===== src/rtl/seq_divider.sv =====
// Iterative radix-2 restoring divider: one quotient bit per clock, fixed N+2 cycle latency.
// Signed operands are divided as magnitudes and the signs are reapplied in the FIX cycle.
module seq_divider #(
  parameter int N = 19
) (
  input  logic         clk,
  input  logic         rst,
  input  logic         start,
  input  logic         is_signed,
  input  logic [N-1:0] A,
  input  logic [N-1:0] B,
  output logic         busy,
  output logic         done,
  output logic [N-1:0] quotient,
  output logic [N-1:0] remainder,
  output logic         div_by_zero,
  output logic         overflow,
  output logic         car
);

  localparam int CW = $clog2(N + 1);
  localparam logic [N-1:0] MIN_NEG = {1'b1, {(N-1){1'b0}}};

  typedef enum logic [1:0] {IDLE, CALC, FIX} state_t;

  state_t        state_q, state_d;
  logic [CW-1:0] count_q, count_d;
  logic [N-1:0]  rem_q, rem_d;
  logic [N-1:0]  dvd_q, dvd_d;
  logic [N-1:0]  dsr_q, dsr_d;
  logic [N-1:0]  a_orig_q, a_orig_d;
  logic          neg_quo_q, neg_quo_d;
  logic          neg_rem_q, neg_rem_d;
  logic          bzero_q, bzero_d;
  logic          ovf_case_q, ovf_case_d;
  logic          done_q, done_d;
  logic [N-1:0]  quo_q, quo_d;
  logic [N-1:0]  remo_q, remo_d;
  logic          dbz_q, dbz_d;
  logic          ovf_q, ovf_d;

  logic [N-1:0]  a_mag, b_mag;
  logic [N:0]    shifted, trial;

  assign a_mag = (is_signed && A[N-1]) ? -A : A;
  assign b_mag = (is_signed && B[N-1]) ? -B : B;

  // The partial remainder always stays below the divisor, so N bits hold it;
  // only the shifted/trial value needs the extra bit to expose the borrow.
  assign shifted = {rem_q, dvd_q[N-1]};
  assign trial   = shifted - {1'b0, dsr_q};

  always_comb begin
    state_d    = state_q;
    count_d    = count_q;
    rem_d      = rem_q;
    dvd_d      = dvd_q;
    dsr_d      = dsr_q;
    a_orig_d   = a_orig_q;
    neg_quo_d  = neg_quo_q;
    neg_rem_d  = neg_rem_q;
    bzero_d    = bzero_q;
    ovf_case_d = ovf_case_q;
    done_d     = 1'b0;
    quo_d      = quo_q;
    remo_d     = remo_q;
    dbz_d      = dbz_q;
    ovf_d      = ovf_q;

    case (state_q)
      IDLE: begin
        if (start) begin
          state_d    = CALC;
          count_d    = CW'(N);
          rem_d      = '0;
          dvd_d      = a_mag;
          dsr_d      = b_mag;
          a_orig_d   = A;
          neg_quo_d  = is_signed & (A[N-1] ^ B[N-1]);
          neg_rem_d  = is_signed & A[N-1];
          bzero_d    = (B == '0);
          ovf_case_d = is_signed && (A == MIN_NEG) && (B == '1);
        end
      end
      CALC: begin
        if (!trial[N]) begin
          rem_d = trial[N-1:0];
          dvd_d = {dvd_q[N-2:0], 1'b1};
        end else begin
          rem_d = shifted[N-1:0];
          dvd_d = {dvd_q[N-2:0], 1'b0};
        end
        count_d = count_q - CW'(1);
        if (count_q == CW'(1)) begin
          state_d = FIX;
        end
      end
      FIX: begin
        state_d = IDLE;
        done_d  = 1'b1;
        if (bzero_q) begin
          quo_d  = '1;
          remo_d = a_orig_q;
          dbz_d  = 1'b1;
          ovf_d  = 1'b0;
        end else if (ovf_case_q) begin
          quo_d  = MIN_NEG;
          remo_d = '0;
          dbz_d  = 1'b0;
          ovf_d  = 1'b1;
        end else begin
          quo_d  = neg_quo_q ? -dvd_q : dvd_q;
          remo_d = neg_rem_q ? -rem_q : rem_q;
          dbz_d  = 1'b0;
          ovf_d  = 1'b0;
        end
      end
      default: state_d = IDLE;
    endcase
  end

  always_ff @(posedge clk) begin
    if (rst) begin
      state_q    <= IDLE;
      count_q    <= '0;
      rem_q      <= '0;
      dvd_q      <= '0;
      dsr_q      <= '0;
      a_orig_q   <= '0;
      neg_quo_q  <= 1'b0;
      neg_rem_q  <= 1'b0;
      bzero_q    <= 1'b0;
      ovf_case_q <= 1'b0;
      done_q     <= 1'b0;
      quo_q      <= '0;
      remo_q     <= '0;
      dbz_q      <= 1'b0;
      ovf_q      <= 1'b0;
    end else begin
      state_q    <= state_d;
      count_q    <= count_d;
      rem_q      <= rem_d;
      dvd_q      <= dvd_d;
      dsr_q      <= dsr_d;
      a_orig_q   <= a_orig_d;
      neg_quo_q  <= neg_quo_d;
      neg_rem_q  <= neg_rem_d;
      bzero_q    <= bzero_d;
      ovf_case_q <= ovf_case_d;
      done_q     <= done_d;
      quo_q      <= quo_d;
      remo_q     <= remo_d;
      dbz_q      <= dbz_d;
      ovf_q      <= ovf_d;
    end
  end

  assign busy        = (state_q != IDLE);
  assign done        = done_q;
  assign quotient    = quo_q;
  assign remainder   = remo_q;
  assign div_by_zero = dbz_q;
  assign overflow    = ovf_q;
  assign car         = 1'b0;

endmodule

===== config.mk =====
export PLATFORM = sky130hd
export DESIGN_NAME = seq_divider
export DESIGN_NICKNAME = d
export VERILOG_FILES = /design/src/rtl/seq_divider.sv
export SDC_FILE = /design/constraint.sdc
export NUM_CORES = 1
export LEC_CHECK = 0
export CAP_MARGIN = 20
export CELL_PAD_IN_SITES_DETAIL_PLACEMENT = 0
export CELL_PAD_IN_SITES_GLOBAL_PLACEMENT = 1
export CORE_MARGIN = 5
export CORE_UTILIZATION = 42
export DETAILED_ROUTE_END_ITERATION = 12
export PLACE_DENSITY_LB_ADDON = 0.05
export SLEW_MARGIN = 5
export SYNTH_ARGS = -nofsm -noshare
export SYNTH_HDL_FRONTEND = slang
export SYNTH_SLANG_ARGS = --single-unit

===== constraint.sdc =====
create_clock -name clk -period 2.92 [get_ports clk]
set_input_delay 0.292 -clock clk [delete_from_list [all_inputs] [get_ports clk]]
set_output_delay 0.292 -clock clk [all_outputs]
set_load 0.1 [all_outputs]

-- Yosys cells after proc, flatten, opt, wreduce, memory -nomap -nowiden
Cells that the tools add are included.
- bits in registers: 128
- bits in latches: 0
- memory bits (writable): 0
- bits in read-only memories: 0
- input bits: 42
- output and inout port bits: 43
- memories: 0
- $add $sub $neg: 6
- multipliers: 0
- div/mod/pow operators: 0
- magnitude comparators: 0
- equality and inequality tests: 7
- shift-type cells: 0
- mux-type cells: 23
- bitwise gates (word level): 3
- reduce and logical (&&, ||, !) cells: 11
- operator list (operator ; number):
    $mux 19 ; 11
    $neg 19->19 ; 4
    $pmux 19 s2 ; 2
    $eq 19x19->1 const B ; 2
    $sub 20x19->20 ; 1
    $logic_not 19->1 ; 1
    $pmux 5 s2 ; 1
    $reduce_and 2->1 ; 3
    $eq 5x1->1 const B ; 1
    $mux 1 ; 5
    $mux 5 ; 1
    $sub 5x1->5 const B ; 1
    $logic_and 1x1->1 ; 4
    $mux 2 ; 2
    $ne 2x2->1 const B ; 2
    $pmux 2 s2 ; 1
    $reduce_bool 2->1 ; 2
    $and 1x1->1 ; 2
    $eq 2x1->1 const B ; 1
    $eq 2x2->1 const B ; 1
    $logic_not 2->1 ; 1
    $xor 1x1->1 ; 1

-- Depth between registers and ports, before layout
- depth in word-level cells: 4
- gate-level depth with buffers: 11
- gate-level depth less buffers: 10

-- Least setup slack after synthesis
OpenSTA, ideal clock, no wires.
- kind: reg-to-reg
- start point: register rem_q[7]
- end point: register rem_q[15]
- library setup time: 0.128 ns
- arrival time: 2.252 ns
- required time: 2.792 ns
- slack: 0.540 ns
- cell stages (with the launch flop): 11
- buffers on the path: 2
- cell sequence: dfxtp_1 -> ha_1 -> buf_6 -> a211oi_2 -> nor2_1 -> or2_4 -> o211a_1 -> a211oi_4 -> buf_6 -> mux2i_1 -> o21ai_1
- word-level cells in the longest chain between the ends: 3
- ends and longest elaborated chain (what ; RTL line ; RTL):
    from (decl) ; 28 ; logic [N-1:0] rem_q, rem_d;
    from (signal assigned) ; 142 ; rem_q <= rem_d;
    $sub 20x19->20 ; 51 ; assign trial = shifted - {1'b0, dsr_q};
    $mux 19 ; 86 ; if (!trial[N]) begin
    $pmux 19 s2 ; 70 ; case (state_q)
Every way passes these cells.
A chain may end at the register's enable or synchronous reset.

-- Worst setup path after layout
- start point: register dvd_q[18]
- end point: register rem_q[18]
- word-level cells in the longest chain between the ends: 3
- ends and longest elaborated chain (what ; RTL line ; RTL):
    from (decl) ; 29 ; logic [N-1:0] dvd_q, dvd_d;
    from (signal assigned) ; 143 ; dvd_q <= dvd_d;
    $sub 20x19->20 ; 51 ;
    $mux 19 ; 86 ;
    $pmux 19 s2 ; 70 ;
Every way passes these cells.

==> out/qor.yml <==
timing:
  max_slew.worst_pin.slew_ns: 0.785
  period_share_pct: 93.8
  skew_ns: 0.00801
  setup_tns_ns: 0
  timing.slew.headroom_pct: 47.6
  finalSetupViolations: 0
  finalHoldViolCount: 0
  slew_violations: 0
  period_minus_slack_ns: 2.74
  rsz0062_at_grt: "no"
  fmaxAchievable_mhz: 365
clock_network:
  cts-root-buf: "clkbuf_16"
  cts_made_buffers: 17
  cts.clk_slew.worst_paths_ns: 0.06
  clockBufferDepth: 2
  htreeDepth: 4
  cts.sinks: 128
  tritoncts: "yes"
  cts_setup_buffers: 0
  worstSkewPairLatency_ns: 0.42
global_routing:
  track_usage_pct: 22.2
  grt-ovfl-total: 0
  grt_max_degree: 45
  grt_pass1_wl_microns: 36400
  antenna_found_initial: 0
  grt_pass1_vias: 6798
worst_setup_path:
  crit_type: "reg2reg"
  crit_arrival_ns: 3.04
  critPathMaxStageDelay_ns: 0.47
  crit_path_max_fanout: 3
  path_delay_family: "compound AO/OA/AOI/OAI gates"
  timing.critical_path.buf_inv: 1
  slowest_stage: "a2111oi_1"
  worstSetupStartpointType: "register"
  critPathRequiredTime_ns: 3.22
  crit_path_cell_trace: "inv_1 > ha_1 > fa_1 > nor2b_1 > o211ai_1 > a2111oi_1 > nor3_1 > a22oi_1 > xnor2_1 > o21ai_1"
  critPathCaptureType: "register"
detailed_routing:
  wl_microns: 22500
  wl_per_cell_microns: 17.5
  route.detailed.drc: 0
  ant_nets: 0
  dr.pass1.iters: 5
  dr_total_vias: 7030
  drt_iter0_markers: 493
  routed_via_density: 5.47
logic_synthesis:
  netlist.area_leader.share_pct: 34.2
  synth_top_family_by_area: "compound AO/OA/AOI/OAI gates"
  yosysTopAreaCell: "dfxtp_1"
  ys.flop_type: "dfxtp_1"
  yosysMostFrequentCell: "nand2_1"
  syn_inst: 963
  synth_seq_cells: 128
  synth_edf_count: 0
  synth_commonest_cells: "nand2_1 (131), dfxtp_1 (128), a21oi_1 (96)"
  synth_xor_area_share_pct: 9.34
  synthSimpleGateAreaFrac_pct: 21.1
  yosysWarnings: 0
  muxShareOfSynthArea_pct: 2.54
  synth_cell_types: 63
  synth_compound_area_share_pct: 23.1
  syn_avg_cell_area_sq_um: 7.79
  ys_seq_area_share_pct: 34.2
  syn_area_sq_um: 7500
  synth_nets: 1032
  synthAdderAreaFrac_pct: 4.60
  async_flop_share_pct: 0
  synthTopCellsByArea: "dfxtp_1 (34%), nand2_1 (6.6%), a21oi_1 (6.4%)"
floorplanning:
  die_h_microns: 144
  row_count: 48
  io_pins: 85
  fp.dieW_microns: 144
  initial_core_util_pct: 43.1
  core_sq_um: 17400
  dieArea_sq_um: 20600
finish:
  n_antenna_cell: 0
  area_delta_synth_final_pct: 22.1
  design_area_sq_um: 9160
  drive_above_1_share_pct: 12.3
  layout.cells.non_filler: 1285
  fin_nets: 1116
place:
  place_inst: 1253
  dp_hpwl_microns: 16500
  port-buffer-count: 83
  globalplace.congestion: 0.853
  dpl_cell_area_sq_um: 8570
pwr:
  p_clk_share_pct: 25.2
  powerDensity_nw_per_um2: 922
  power.switching_uw: 3390
  pwr-share-comb_pct: 49.7
  internal-power_uw: 5050
  seqPwrFrac_pct: 25.0
  swShare_pct: 40.1
  p_leak_uw: 0.00360
  peakVddDrop_uv: 1000
run:
  cap_violations: 0
status:
  status: "complete, no violations"
hold_path:
  hold_class: "in2reg"
## through the flow
stage	setup WS, ns	hold WS [ns]	utilization (%)	total power [uW]
6_report	0.180	0.262	52.6	8440
5_1_grt	0.0348	0.260	52.6	9010
4_1_cts	0.170	0.248	52.6	8480
3_5_place_dp	0.193	0.442	49.2	6330
3_3_place_gp	0.125	0.438	49.2	6340
2_1_floorplan	0.540	0.428	-	5340
## cell type report
type	instances	area [sq um]
tap	225	282
timing repair buffer	120	1010
inverter	37	139
fill	1776	8260
clock inverter	12	135
multi-input combinational	743	4570
sequential	128	2560
clock buffer	20	457
## path summary, 6_finish.rpt
path	start	to	slack (ns)	depth (start not counted)
hold reg to reg	a_orig_q[14]	a_orig_q[14]	0.45	2
setup / recovery	dvd_q[18]	rem_q[18]	0.18	10
setup reg to reg	dvd_q[18]	rem_q[18]	0.18	10
hold / removal	rst	count_q[3]	0.26	2
## cells in the final DEF (no fill, tap or decap), types with 5 or more instances in the layout
master / count
inv_1: 37
or4_1: 8
nand2_1: 131
xor2_1: 46
a31oi_1: 5
nor4_1: 9
o21a_1: 9
a211oi_1: 11
mux2i_1: 19
nor3_2: 5
buf_4: 79
nor2_1: 76
nor3_1: 25
clkdlybuf4s50_1: 40
nand4_1: 9
a21oi_1: 96
nor2b_1: 9
o21ai_1: 37
xnor2_1: 34
o22ai_1: 23
o31ai_1: 12
or3_1: 8
ha_1: 26
and3_1: 20
nand3_1: 11
dfxtp_1: 128
clkbuf_16: 17
a22oi_1: 18
o21ai_0: 37
nand2b_1: 10
## power by group through the flow
stage | logic (uW) | clock network (uW) | registers (uW)
detailed placement | 4180 | 0 | 2150
global placement | 4190 | 0 | 2150
floorplan | 3140 | 0 | 2200
CTS | 4200 | 2170 | 2110
global route | 4630 | 2250 | 2130
finish | 4200 | 2130 | 2110
## cell families (layout without fill, tap and decap cells)
logic type / count (synthesis) / after routing
DFF: 128 / 128
xor gates and xnor gates: 80 / 80
muxes: 19 / 19
adders and majority gates: 27 / 27
and+or+nand+nor: 333 / 333
buffers and inverters: 92 / 189
other: 1 / 1
AOI/OAI and AO/OA: 283 / 283
## state kept, by name, summed over array words and instances (netlist names), 2 cells and up
register,cells
rem_q,19
state_q,2
quotient,19
a_orig_q,19
remainder,19
dvd_q,19
dsr_q,19
count_q,5
## layer usage
metal / part of all wire, % / global-route usage, %
met1: 51 / 33.1
met2: 44 / 33.1
met3: 4.0 / 4.53
met4: 0.81 / 4.86
met5: 0 / 0
## repair_timing
| action | CTS | global route |
|---|---|---|
| gates resized for setup | 0 | 1 |
| setup endpoints to repair | 0 | 1 |
| hold buffers | 0 | 0 |
No activity file was read; power rests on OpenSTA's default activity.
==> edit (same flow settings) <==
`dsr_q` no longer has a reset.
--- a/src/rtl/seq_divider.sv
+++ b/src/rtl/seq_divider.sv
@@ -125,7 +125,6 @@
       count_q    <= '0;
       rem_q      <= '0;
       dvd_q      <= '0;
-      dsr_q      <= '0;
       a_orig_q   <= '0;
       neg_quo_q  <= 1'b0;
       neg_rem_q  <= 1'b0;
@@ -141,7 +140,6 @@
       count_q    <= count_d;
       rem_q      <= rem_d;
       dvd_q      <= dvd_d;
-      dsr_q      <= dsr_d;
       a_orig_q   <= a_orig_d;
       neg_quo_q  <= neg_quo_d;
       neg_rem_q  <= neg_rem_d;
@@ -155,6 +153,10 @@
     end
   end
 
+  always_ff @(posedge clk) begin
+    dsr_q <= dsr_d;
+  end
+
   assign busy        = (state_q != IDLE);
   assign done        = done_q;
   assign quotient    = quo_q;
Function: same outputs for any inputs over 10 cycles, from zero or initial values and one cycle with rst high; that may be too few to reach the edited logic, so the function may still have changed.
==> edit against the unedited design <==
Design area shrank 1.8%. Via count fell by 2.3%. Synthesized cell count fell by 3.9%. Sequential cell count unchanged. Setup slack improved by 0.13 ns. Synthesized area fell by 1.3%. Wire length decreased by 3.1%. Largest cell class unchanged. Highest routed layer unchanged.
Power is not compared: it rests on default switching activity, and its combinational part moved more than twofold at a synthesized area within 25%.
==> edit: results (changes against the unedited design) <==
LOGIC SYNTHESIS
---------------------------------------------------------------------------
Xor and xnor fraction of the mapped netlist area                      9.47%   +0.13 points
Count of unique library cells instantiated by Yosys                      60   -4.8%
Most frequent cells after synthesis                            nand2_1 (147), dfxtp_1 (109), nor2_1 (74)
Post-synthesis adder-cell area fraction                               4.67%   +0.062 points
Net Count, Synth                                                        994   -3.7%
Number of cells produced by synthesis                                   925   -3.9%
Post-synthesis compound-gate area fraction                            21.2%   -2.0 points
Largest cells by area after synthesis                          dfxtp_1 (29%), edfxtp_1 (7.7%), nand2_1 (7.5%)
Post-synthesis mux area share                                         2.30%   -0.24 points
Number of enable flip-flop cells after synthesis                         19   +19
Sequential fraction of the synthesis area                             37.2%   +3.0 points

FINISH
---------------------------------------------------------------------------
Final net count                                                        1069   -4.2%
Fraction of final layout cells sized beyond drive strength 1          11.7%   -0.52 points
Multi-input logic area                                           4310 sq um   -5.6%
Fill cell count                                                        1687   -5.0%

PLACEMENT
---------------------------------------------------------------------------
Final weighted congestion in routability-driven placement             0.869   +1.9%
Setup slack after placement                                        0.215 ns   +0.0220 ns
Hpwl dp                                                            16700 um   +0.79%

ROUTING
---------------------------------------------------------------------------
DRC marker count from the first detailed-route iteration                439   -11%
Wire length per cell after detailed routing                         17.6 um   +0.62%
Vias per inst                                                          5.55   +1.4%

WORST SETUP PATH
---------------------------------------------------------------------------
Arrival time at the worst endpoint                                  2.98 ns   -0.06 ns
Crit-path max cell delay                                            0.45 ns   -0.02 ns
Peak fanout along the critical path                                      21   +18
CP max stage cell                                                   dfxtp_1

CTS
---------------------------------------------------------------------------
Cell at the root of the clock tree                                clkbuf_16

GLOBAL ROUTING
---------------------------------------------------------------------------
Global routing usage summed across all routing layers                 21.6%   -0.58 points
Global-route wire length before repair                             35100 um   -3.5%
Number of global-route vias before repair                              6667   -1.9%
Pin count of the biggest net entering global routing                     57   +27%

RUN STATUS
---------------------------------------------------------------------------
Run status                                                     finished, final reports clean

TIMING
---------------------------------------------------------------------------
Worst rel slew slack                                                  44.8%   -2.9 points

==> edit: routing by layer <==
metal / track usage [%] / routed length (um) / vias up
li1: - / - / 3422
met1: 33.1 / 11200 / 3225
met2: 30.8 / 9080 / 202
met3: 4.55 / 1240 / 20
met4: 5.45 / 276 / 0
met5: 0 / 0 / -
==> edit: worst paths after layout <==
check	slack (ns)	startpoint	depth (start not counted)	endpoint
setup / recovery	0.31	rem_q[11]$_SDFFE_PP0P_	9	rem_q[1]$_SDFFE_PP0P_
hold / removal	0.40	rst	3	rem_q[1]$_SDFFE_PP0P_
setup reg to reg	0.31	rem_q[11]$_SDFFE_PP0P_	9	rem_q[1]$_SDFFE_PP0P_
hold reg to reg	0.46	a_orig_q[0]$_SDFFE_PP0P_	2	a_orig_q[0]$_SDFFE_PP0P_
==> edit: cells by family after synthesis <==
family / after synthesis
muxes: 17
other: 1
DFF: 128
adders and majority gates: 27
AOI/OAI and AO/OA: 247
and+or+nand+nor: 333
buffers and inverters: 92
xor gates and xnor gates: 80
==> edit: layout make-up <==
type	count	share of cell area [%]
sequential	128	30.6
clock inverter	13	1.13
inverter	38	1.59
tap	225	3.13
timing repair buffer	110	10.4
multi-input combinational	705	48.0
clock buffer	19	5.16
==> edit: worst min-delay path: stages <==
cell and delay [ns]:
buf_2 0.11, nor2_1 0.15, a22o_1 0.22
==> edit: power groups by stage <==
stage | sequential (mW) | combinational [mW] | clock (mW)
2_1_floorplan | 2.01 | 0.469 | 0
3_3_place_gp | 2.00 | 0.726 | 0
3_5_place_dp | 2.00 | 0.737 | 0
4_1_cts | 1.96 | 0.740 | 2.05
5_1_grt | 1.98 | 0.819 | 2.14
6_report | 1.97 | 0.744 | 2.02
